### src/rtl/condicionador_pkg.sv
// Shared constants for the robot input conditioner.
// Channel map, default sizes and counter width helper.
package condicionador_pkg;

   localparam int N_IN_DEF = 6;
   localparam int DEB_DEF  = 500000;

   localparam int CH_L = 0;
   localparam int CH_B = 1;
   localparam int CH_E = 2;
   localparam int CH_D = 3;
   localparam int CH_F = 4;
   localparam int CH_A = 5;

   function automatic int cnt_width(input int deb);
      return $clog2(deb + 1);
   endfunction

endpackage

### src/rtl/debounce_canal.sv
// One input channel: 2-flop sync, debounce counter,
// accepted level and single-cycle edge pulses.
module debounce_canal
   import condicionador_pkg::*;
#(
   parameter int   DEB_CYCLES = DEB_DEF,
   parameter logic RST_VAL    = 1'b0
) (
   input  logic clk,
   input  logic rst_n,
   input  logic raw,
   output logic stable,
   output logic rise,
   output logic fall,
   output logic busy
);

   localparam int CW = cnt_width(DEB_CYCLES);
   localparam logic [CW-1:0] CNT_MAX = CW'(DEB_CYCLES - 1);
   localparam logic [CW-1:0] ONE     = CW'(1);

   logic          s1;
   logic          s2;
   logic [CW-1:0] cnt;
   logic          diff;
   logic          done;

   assign diff = s2 ^ stable;
   assign done = diff && (cnt == CNT_MAX);
   assign busy = (cnt != '0);

   // two-stage synchronizer for the asynchronous pin
   always_ff @(posedge clk or negedge rst_n) begin
      if (!rst_n) begin
         s1 <= RST_VAL;
         s2 <= RST_VAL;
      end else begin
         s1 <= raw;
         s2 <= s1;
      end
   end

   // count consecutive cycles of disagreement; any agreement restarts
   always_ff @(posedge clk or negedge rst_n) begin
      if (!rst_n) begin
         cnt <= '0;
      end else if (!diff || done) begin
         cnt <= '0;
      end else begin
         cnt <= cnt + ONE;
      end
   end

   // accept the new level and pulse the matching edge in one update
   always_ff @(posedge clk or negedge rst_n) begin
      if (!rst_n) begin
         stable <= RST_VAL;
         rise   <= 1'b0;
         fall   <= 1'b0;
      end else begin
         rise <= 1'b0;
         fall <= 1'b0;
         if (done) begin
            stable <= s2;
            rise   <= s2;
            fall   <= ~s2;
         end
      end
   end

endmodule

### src/rtl/condicionador_entradas.sv
// Input front end: per-channel debounce plus the
// power toggle driven by the accepted L-channel press.
module condicionador_entradas
   import condicionador_pkg::*;
#(
   parameter int              N_IN       = N_IN_DEF,
   parameter int              DEB_CYCLES = DEB_DEF,
   parameter logic [N_IN-1:0] RST_VAL    = '0,
   parameter int              TGL_IDX    = CH_L
) (
   input  logic            clk,
   input  logic            rst_n,
   input  logic [N_IN-1:0] raw_in,
   output logic [N_IN-1:0] stable,
   output logic [N_IN-1:0] rise,
   output logic [N_IN-1:0] fall,
   output logic            liga,
   output logic [N_IN-1:0] busy
);

   for (genvar i = 0; i < N_IN; i++) begin : g_ch
      debounce_canal #(
         .DEB_CYCLES (DEB_CYCLES),
         .RST_VAL    (RST_VAL[i])
      ) u_ch (
         .clk    (clk),
         .rst_n  (rst_n),
         .raw    (raw_in[i]),
         .stable (stable[i]),
         .rise   (rise[i]),
         .fall   (fall[i]),
         .busy   (busy[i])
      );
   end

   // power state flips one cycle after each accepted press
   always_ff @(posedge clk or negedge rst_n) begin
      if (!rst_n) begin
         liga <= 1'b0;
      end else if (rise[TGL_IDX]) begin
         liga <= ~liga;
      end
   end

endmodule

### config.mk
export PLATFORM = sky130hd
export DESIGN_NAME = condicionador_entradas
export DESIGN_NICKNAME = d
export VERILOG_FILES = /design/src/rtl/condicionador_pkg.sv /design/src/rtl/debounce_canal.sv /design/src/rtl/condicionador_entradas.sv
export SDC_FILE = /design/constraint.sdc
export NUM_CORES = 1
export LEC_CHECK = 0
export CAP_MARGIN = 20
export CORE_ASPECT_RATIO = 0.9
export CORE_MARGIN = 1.5
export CORE_UTILIZATION = 58
export CTS_BUF_LIST = sky130_fd_sc_hd__clkbuf_4 sky130_fd_sc_hd__clkbuf_8 sky130_fd_sc_hd__clkbuf_16
export CTS_CLUSTER_DIAMETER = 100
export CTS_CLUSTER_SIZE = 25
export DETAILED_ROUTE_END_ITERATION = 7
export DONT_BUFFER_PORTS = 1
export GPL_TIMING_DRIVEN = 1
export PLACE_DENSITY = 0.76
export SKIP_CTS_REPAIR_TIMING = 1
export SYNTH_ARGS = -nofsm -noshare
export SYNTH_HDL_FRONTEND = slang
export SYNTH_SLANG_ARGS = --single-unit
### constraint.sdc
create_clock -name clk -period 2.2 [get_ports clk]
set_input_delay 0.66 -clock clk [delete_from_list [all_inputs] [get_ports clk]]
set_output_delay 0.66 -clock clk [all_outputs]
set_load 0.02 [all_outputs]
==> metrics.txt, run 1 <==
Max Freq 404 MHz; Yosys cell types 44; first-pass GRT wire length 23.6 mm; Num CTS Buffers 17; max-slew violations 0; share of layout cells above drive strength 1 17.8%; CP max-delay cell or4b_4; GR Overflow Total 0; count leader, synth dfrtp_1; sequential share of power a little under half; Port Buffers 0; clk_lat worst skew between 0.4 and 0.5 ns; status complete, but fails checks; Peak VDD IR 0.000685 V; placed cells 836; IO Pins 33; Total Wirelength 14.2 mm; Gate power share ~3.8%; clock group share of total power 49.6%; antenna viol nets, final 0; Remaining DRCs 0; average cell area after synthesis 10.3 sq um; RSZ-0062 raised after global routing yes; DR vias 5204; # rows 38; min cycle time layout approximately 2.5 ns; final std cells w/o fill 887; CTS clk-pin slew, worst paths 0.06 ns; top cell type's share of synthesized area 50.1%; CP cell instances inv_2 > ha_1 > or4b_4 > nor4_4 > nand2_2; Initial Util between 50% and 60%; dominant cell type by area after synthesis dfrtp_1; per-cell routed wire length 16.0 microns; Yosys Warn Count 0; critical path capture point type output port; mapped cell area 7240 sq um; Leak 3.57 nW; router iterations before antenna repair 5; Worst Tran Pin Value approximately 0.63 ns; H-tree depth 4; Power Dens Cells roughly 710 nW/um^2; Final Hold Viols 145; MaxCap Viol Count 0; worst hold margin -0.0667 ns; die area 13200 sq um; FFs w/ async S/R, synth 100%; synth top area cells dfrtp_1 50%, xor2_1 5.9%, nor2_1 5.1%; clk sinks 145; GP Congestion 0.854; P_int 4.68 mW; Yosys reg bits 145; top_reg_cell synth dfrtp_1; vias in the first global route about 5000; Worst Path Required around 1.5 ns; Max transition margin a little under three fifths; failing checks negative hold slack, negative setup slack; Switching Power 1.23 mW; Die W 121 microns; synthesis-to-finish area growth 14.2%; Total GRT Usage 22.6%; total core area 12100 sq um; Final period util 112%; CP Launch Type flip-flop; final setup violation count 6; pin count of the biggest net entering global routing between 100 and 150; switch share about a fifth; initial DRC count 427; Arrival @ worst endpoint 1.81 ns; worst hold path class input port to async pin; syn_nets 720; Post-synth EDFFs 0; utilization after layout 68.2%; Crit Path Category flip-flop to output port; initial antenna violation count 1; skew final about 0.0070 ns; Commonest cells post-synth 145 x dfrtp_1, 98 x nor2_1, 49 x xor2_1, 43 x nand4_1, 41 x xnor2_1; CTS tree built; post-route setup slack -0.274 ns; Seq/Total Area, Yosys 50.1%; die height between 100 and 150 microns; mean number of vias per cell 5.87; largest buffer count on any clock path 2; Root Driver clkbuf_16; CP Max Fanout 2; nets 733; Syn Inst Count 700; DPL Wire Length a little over 9 mm; Worst path max stage delay 0.49 ns
[cell families after synthesis]
family / share of synthesized area [%]
and+or+nand+nor: 26.2
buffers and inverters: 4.96
xor gates and xnor gates: 10.9
muxes: 0.933
AOI/OAI and AO/OA: 4.87
adders and majority gates: 2.07
DFF: 50.1
[critical path: cells and delay by family (launching register included)]
family                   cells  cell delay, ns
AND/OR/NAND/NOR              3            0.80
adder cells (fa/ha/maj)      1            0.13
flip-flops                   1            0.39
buffers and inverters        1            0.06
[final timing paths]
path	startpoint	endpoint	slack, ns	cells after the start
min in group clk	raw_in[4]	g_ch[4].u_ch.s1	0.26	0
hold / removal	rst_n	g_ch[4].u_ch.s1	-0.07	0
max in group asynchronous	rst_n	g_ch[3].u_ch.cnt[6]	2.09	0
setup / recovery	g_ch[4].u_ch.cnt[0]	busy[4]	-0.27	5
hold reg to reg	g_ch[2].u_ch.s1	g_ch[2].u_ch.s2	0.35	0
setup reg to reg	g_ch[5].u_ch.cnt[0]	g_ch[5].u_ch.cnt[16]	0.14	6
[metal layers]
layer  part of all wire [%]  track usage [%]  vias up
li1                       -                -     2499
met1                     46             30.3     2561
met2                     48             36.4      123
met3                    4.5             5.96       21
met4                    1.5             6.89        0
met5                      0                0        -
[placed cells by master (no fill, tap or decap), types with 12 or more instances in the layout]
cell,synthesis,layout
a21oi_1,19,19
inv_1,22,21
ha_1,12,12
dfrtp_2,0,12
nand3_1,36,36
dfrtp_1,145,133
nor2_1,98,98
and3_1,13,13
nor3b_1,13,13
xor2_1,49,49
and4_1,12,12
nor4_1,37,26
buf_4,24,39
xnor2_1,41,41
nand4_1,43,43
clkbuf_16,0,17
nand2_1,33,27
[state kept, by name (all words and copies together) (netlist names)]
name              cells
g_ch.u_ch.cnt       114
g_ch.u_ch.fall        6
g_ch.u_ch.rise        6
g_ch.u_ch.s1          6
g_ch.u_ch.s2          6
g_ch.u_ch.stable      6
liga                  1
[cell type report]
type                    instances  area, sq um
fillers                       879         3850
flip-flops and latches        145         3640
multi-input cells             488         3440
clock buffers                  22          475
repair buffers                 39          293
well taps                     160          200
clock inverters                10          134
inverters                      22         82.6
diodes                          1         2.50
[power groups by stage]
stage / Sequential [mW] / Clock (mW) / Combinational, mW
2_1_floorplan: 2.79 / 0 / 0.162
3_3_place_gp: 2.79 / 0 / 0.188
3_5_place_dp: 2.79 / 0 / 0.196
4_1_cts: 2.75 / 2.99 / 0.200
5_1_grt: 2.75 / 3.10 / 0.252
6_report: 2.75 / 2.93 / 0.227
[per-stage QoR]
stage | setup slack, ns | total power [mW] | area, sq um | TNS [ns]
2_1_floorplan | 0.0173 | 2.95 | 7240 | 0
3_3_place_gp | -0.00714 | 2.98 | 7320 | -0.00714
6_report | -0.274 | 5.91 | 8270 | -1.06
3_5_place_dp | -0.0466 | 2.99 | 7320 | -0.0863
4_1_cts | -0.616 | 5.93 | 7930 | -2.43
5_1_grt | -0.327 | 6.11 | 8270 | -1.48
Power figures use the tool's default switching activity.
==> inputs of run 2 (changes only) <==
- CTS_CLUSTER_SIZE: 25 -> not set
==> results of run 2 <==
No change in the layout: final DEF, timing and power equal those of run 1.
==> inputs of run 3 (changes only) <==
- ABC_AREA: not set -> 1
- ABC_CLOCK_PERIOD_IN_PS: not set -> 2200
==> run 3 against run 2 <==
Against the previous run:
- the flow still finishes with violations (negative hold slack, negative setup slack)
- sequential share of layout area is 2.3 points lower
- flip-flop and latch count stayed put
- routed wire length is 12% higher
- worst setup slack better by 0.23 ns
- final cell count is 38% higher
- register-to-register slack better by 0.36 ns
- via count is 22% higher
- clock skew is 0.0014 ns higher
- power is 2.1% lower
- sequential power hardly changed
- non-clock buffer count is 26 lower
- clock-buffer cell count is 1 lower
==> metrics.txt, run 3 <==
dominant cell type by area after synthesis dfrtp_1; CP Launch Type flip-flop; RSZ-0062 raised after global routing yes; design area 8700 sq um (+5.2%); dpl ws 0.381 ns (+0.428 ns); Total GRT Usage 22.9% (+0.30 points); Final period util 102% (-11 points); # rows 40 (+5.3%); Arrival @ worst endpoint 1.58 ns (-0.23 ns); commonest non-fill, non-tap cell in the layout nand2_1; DPL Wire Length 10.6 mm (+17%); IO Pins 33 (unchanged); Power Dens Cells 665 nW/um^2 (-7.0%); mean number of vias per cell 5.21 (-11%); die area 14400 sq um (+9.6%); pin count of the biggest net entering global routing 146 (unchanged); Worst path max stage delay 0.45 ns (-0.04 ns); top cell type's share of synthesized area 45.6% (-4.5 points); top_reg_cell synth dfrtp_1; Die W 126 microns (+4.7%); worst hold path class input port to async pin; status complete, but fails checks; largest buffer count on any clock path 2 (unchanged); CTS clk-pin slew, worst paths 0.06 ns (about the same); Post-synth EDFFs 0 (unchanged); initial antenna violation count 0 (-1); Initial Util 59.5% (-0.21 points); CP Max Fanout 6 (+4); Buf/Inv on CP 0 (-1); GP Congestion 0.909 (+6.4%); n_diodes 0 (-1); Largest Register g_ch.u_ch.cnt; first-pass GRT wire length 26.6 mm (+13%); mapped cell area 7950 sq um (+9.8%); DR vias 6362 (+22%); H-tree depth 4 (unchanged); Seq/Total Area, Yosys 45.6% (-4.5 points); Largest delay share family, worst path simple AND/OR/NAND/NOR gates; syn_nets 1063 (+48%); vias in the first global route 5953 (+19%); Post-DP Area 7880 sq um (+7.6%); Worst Tran Pin Value 0.374 ns (-0.260 ns); Yosys reg bits 145 (unchanged); Syn Inst Count 1043 (+49%); Remaining DRCs 0 (unchanged); synthesis-to-finish area growth 9.42%; Max transition margin 74.9% (+18 points); Peak VDD IR 0.000538 V (-22%); Crit Path Category flip-flop to output port; Worst Path Required 1.54 ns (about the same); total core area 13400 sq um (+10%); clk sinks 145 (unchanged); worst hold margin -0.0681 ns (-0.00139 ns); Yosys cell types 31 (-30%); nets 1062 (+45%); Yosys Warn Count 0 (unchanged); max-slew violations 0 (unchanged); failing checks negative hold slack, negative setup slack; Num CTS Buffers 17 (unchanged); MaxCap Viol Count 0 (unchanged); per-cell routed wire length 13.0 microns (-19%); Root Driver clkbuf_16; count leader, synth nor2_1; Leak 3.93 nW (+10%); antenna viol nets, final 0 (unchanged); router iterations before antenna repair 5 (unchanged); max FFs per register 114 (unchanged); Port Buffers 0 (unchanged); initial DRC count 414 (-3.0%); GR Overflow Total 0 (unchanged); FFs w/ async S/R, synth 100% (unchanged); synth top area cells dfrtp_1 46%, nor2_1 12%, nand2_1 12%; clk_lat worst skew 0.42 ns (about the same); Max Freq 446 MHz (+10%); Final Hold Viols 145 (unchanged); post-route setup slack -0.0428 ns (+0.231 ns); most frequent cells in the layout 246 x nand2_1, 244 x nor2_1, 139 x dfrtp_1; min cycle time layout 2.24 ns (-0.231 ns); CP cell instances nor2_2 > nand3_2 > nor3_2 > nand4_1; final setup violation count 1 (-5); die height 114 microns (+4.7%); Total Wirelength 15.9 mm (+12%); skew final 0.00841 ns (+0.00140 ns); critical path capture point type output port; average cell area after synthesis 7.62 sq um (-26%); share of layout cells above drive strength 1 10.5% (-7.2 points); Commonest cells post-synth 249 x nor2_1, 246 x nand2_1, 145 x dfrtp_1, 119 x inv_1, 73 x nand3_1; CTS tree built; CP max-delay cell dfrtp_2
## run 3: worst paths after layout
| path | start | endpoint | slack [ns] | cells after the start |
|---|---|---|---|---|
| max | g_ch[0].u_ch.cnt[7] | busy[0] | -0.04 | 4 |
| min | rst_n | g_ch[5].u_ch.cnt[4] | -0.07 | 0 |
| max reg2reg | g_ch[5].u_ch.cnt[1] | g_ch[5].u_ch.cnt[16] | 0.50 | 7 |
| min reg2reg | g_ch[0].u_ch.s1 | g_ch[0].u_ch.s2 | 0.35 | 0 |
| max in group asynchronous | rst_n | g_ch[4].u_ch.cnt[6] | 2.07 | 0 |
| min in group clk | raw_in[0] | g_ch[0].u_ch.s1 | 0.26 | 0 |
## run 3: metrics by stage
step           power [mW]  TNS, ns  util, %  hold WS [ns]  instances
2_1_floorplan        2.97        0        -         0.331       1043
3_3_place_gp         2.97        0     59.0         0.334       1178
3_5_place_dp         2.97        0     59.0         0.339       1178
4_1_cts              5.78   -0.229     63.3       -0.0803       1209
5_1_grt              5.98   -0.299     65.1       -0.0809       1222
6_report             5.78  -0.0428     65.1       -0.0681       1222
## run 3: worst register-to-register path: cells and delay by family, from the launching register on
kind | cells | cell delay, ns
AND/OR/NAND/NOR | 5 | 0.87
flip-flops | 1 | 0.35
adder cells (fa/ha/maj) | 1 | 0.24
buffers and inverters | 1 | 0.12
## run 3: power by group
part / internal, mW / switching (mW)
Clock: 1.74 / 1.08
Sequential: 2.71 / 0.0375
Combinational: 0.0877 / 0.134
Total: 4.53 / 1.25
## run 3: area by class of cell
type	count	area [sq um]
clock buffer	21	468
clock inverter	10	111
fill	1110	4660
inverter	119	447
multi-input combinational	746	3730
sequential	145	3640
tap	168	210
timing repair buffer	13	97.6
## run 3: metal layers
layer / vias up / part of all wire [%] / global-route usage, %
met2: 146 / 46 / 36.3
met3: 21 / 4.6 / 5.61
met4: 0 / 1.5 / 8.51
met5: - / 0 / 0
met1: 2977 / 48 / 30.8
li1: 3218 / - / -
## run 3: cells by family (layout without fill, tap and decap cells)
family                     after synthesis  count (layout)  share of synthesized area (%)
DFF                                    145             145                           45.6
buffers and inverters                  152             163                           9.16
and+or+nand+nor                        651             651                           35.2
xor gates and xnor gates                59              59                           6.50
adders and majority gates               12              12                           1.89
AOI/OAI and AO/OA                       24              24                           1.64
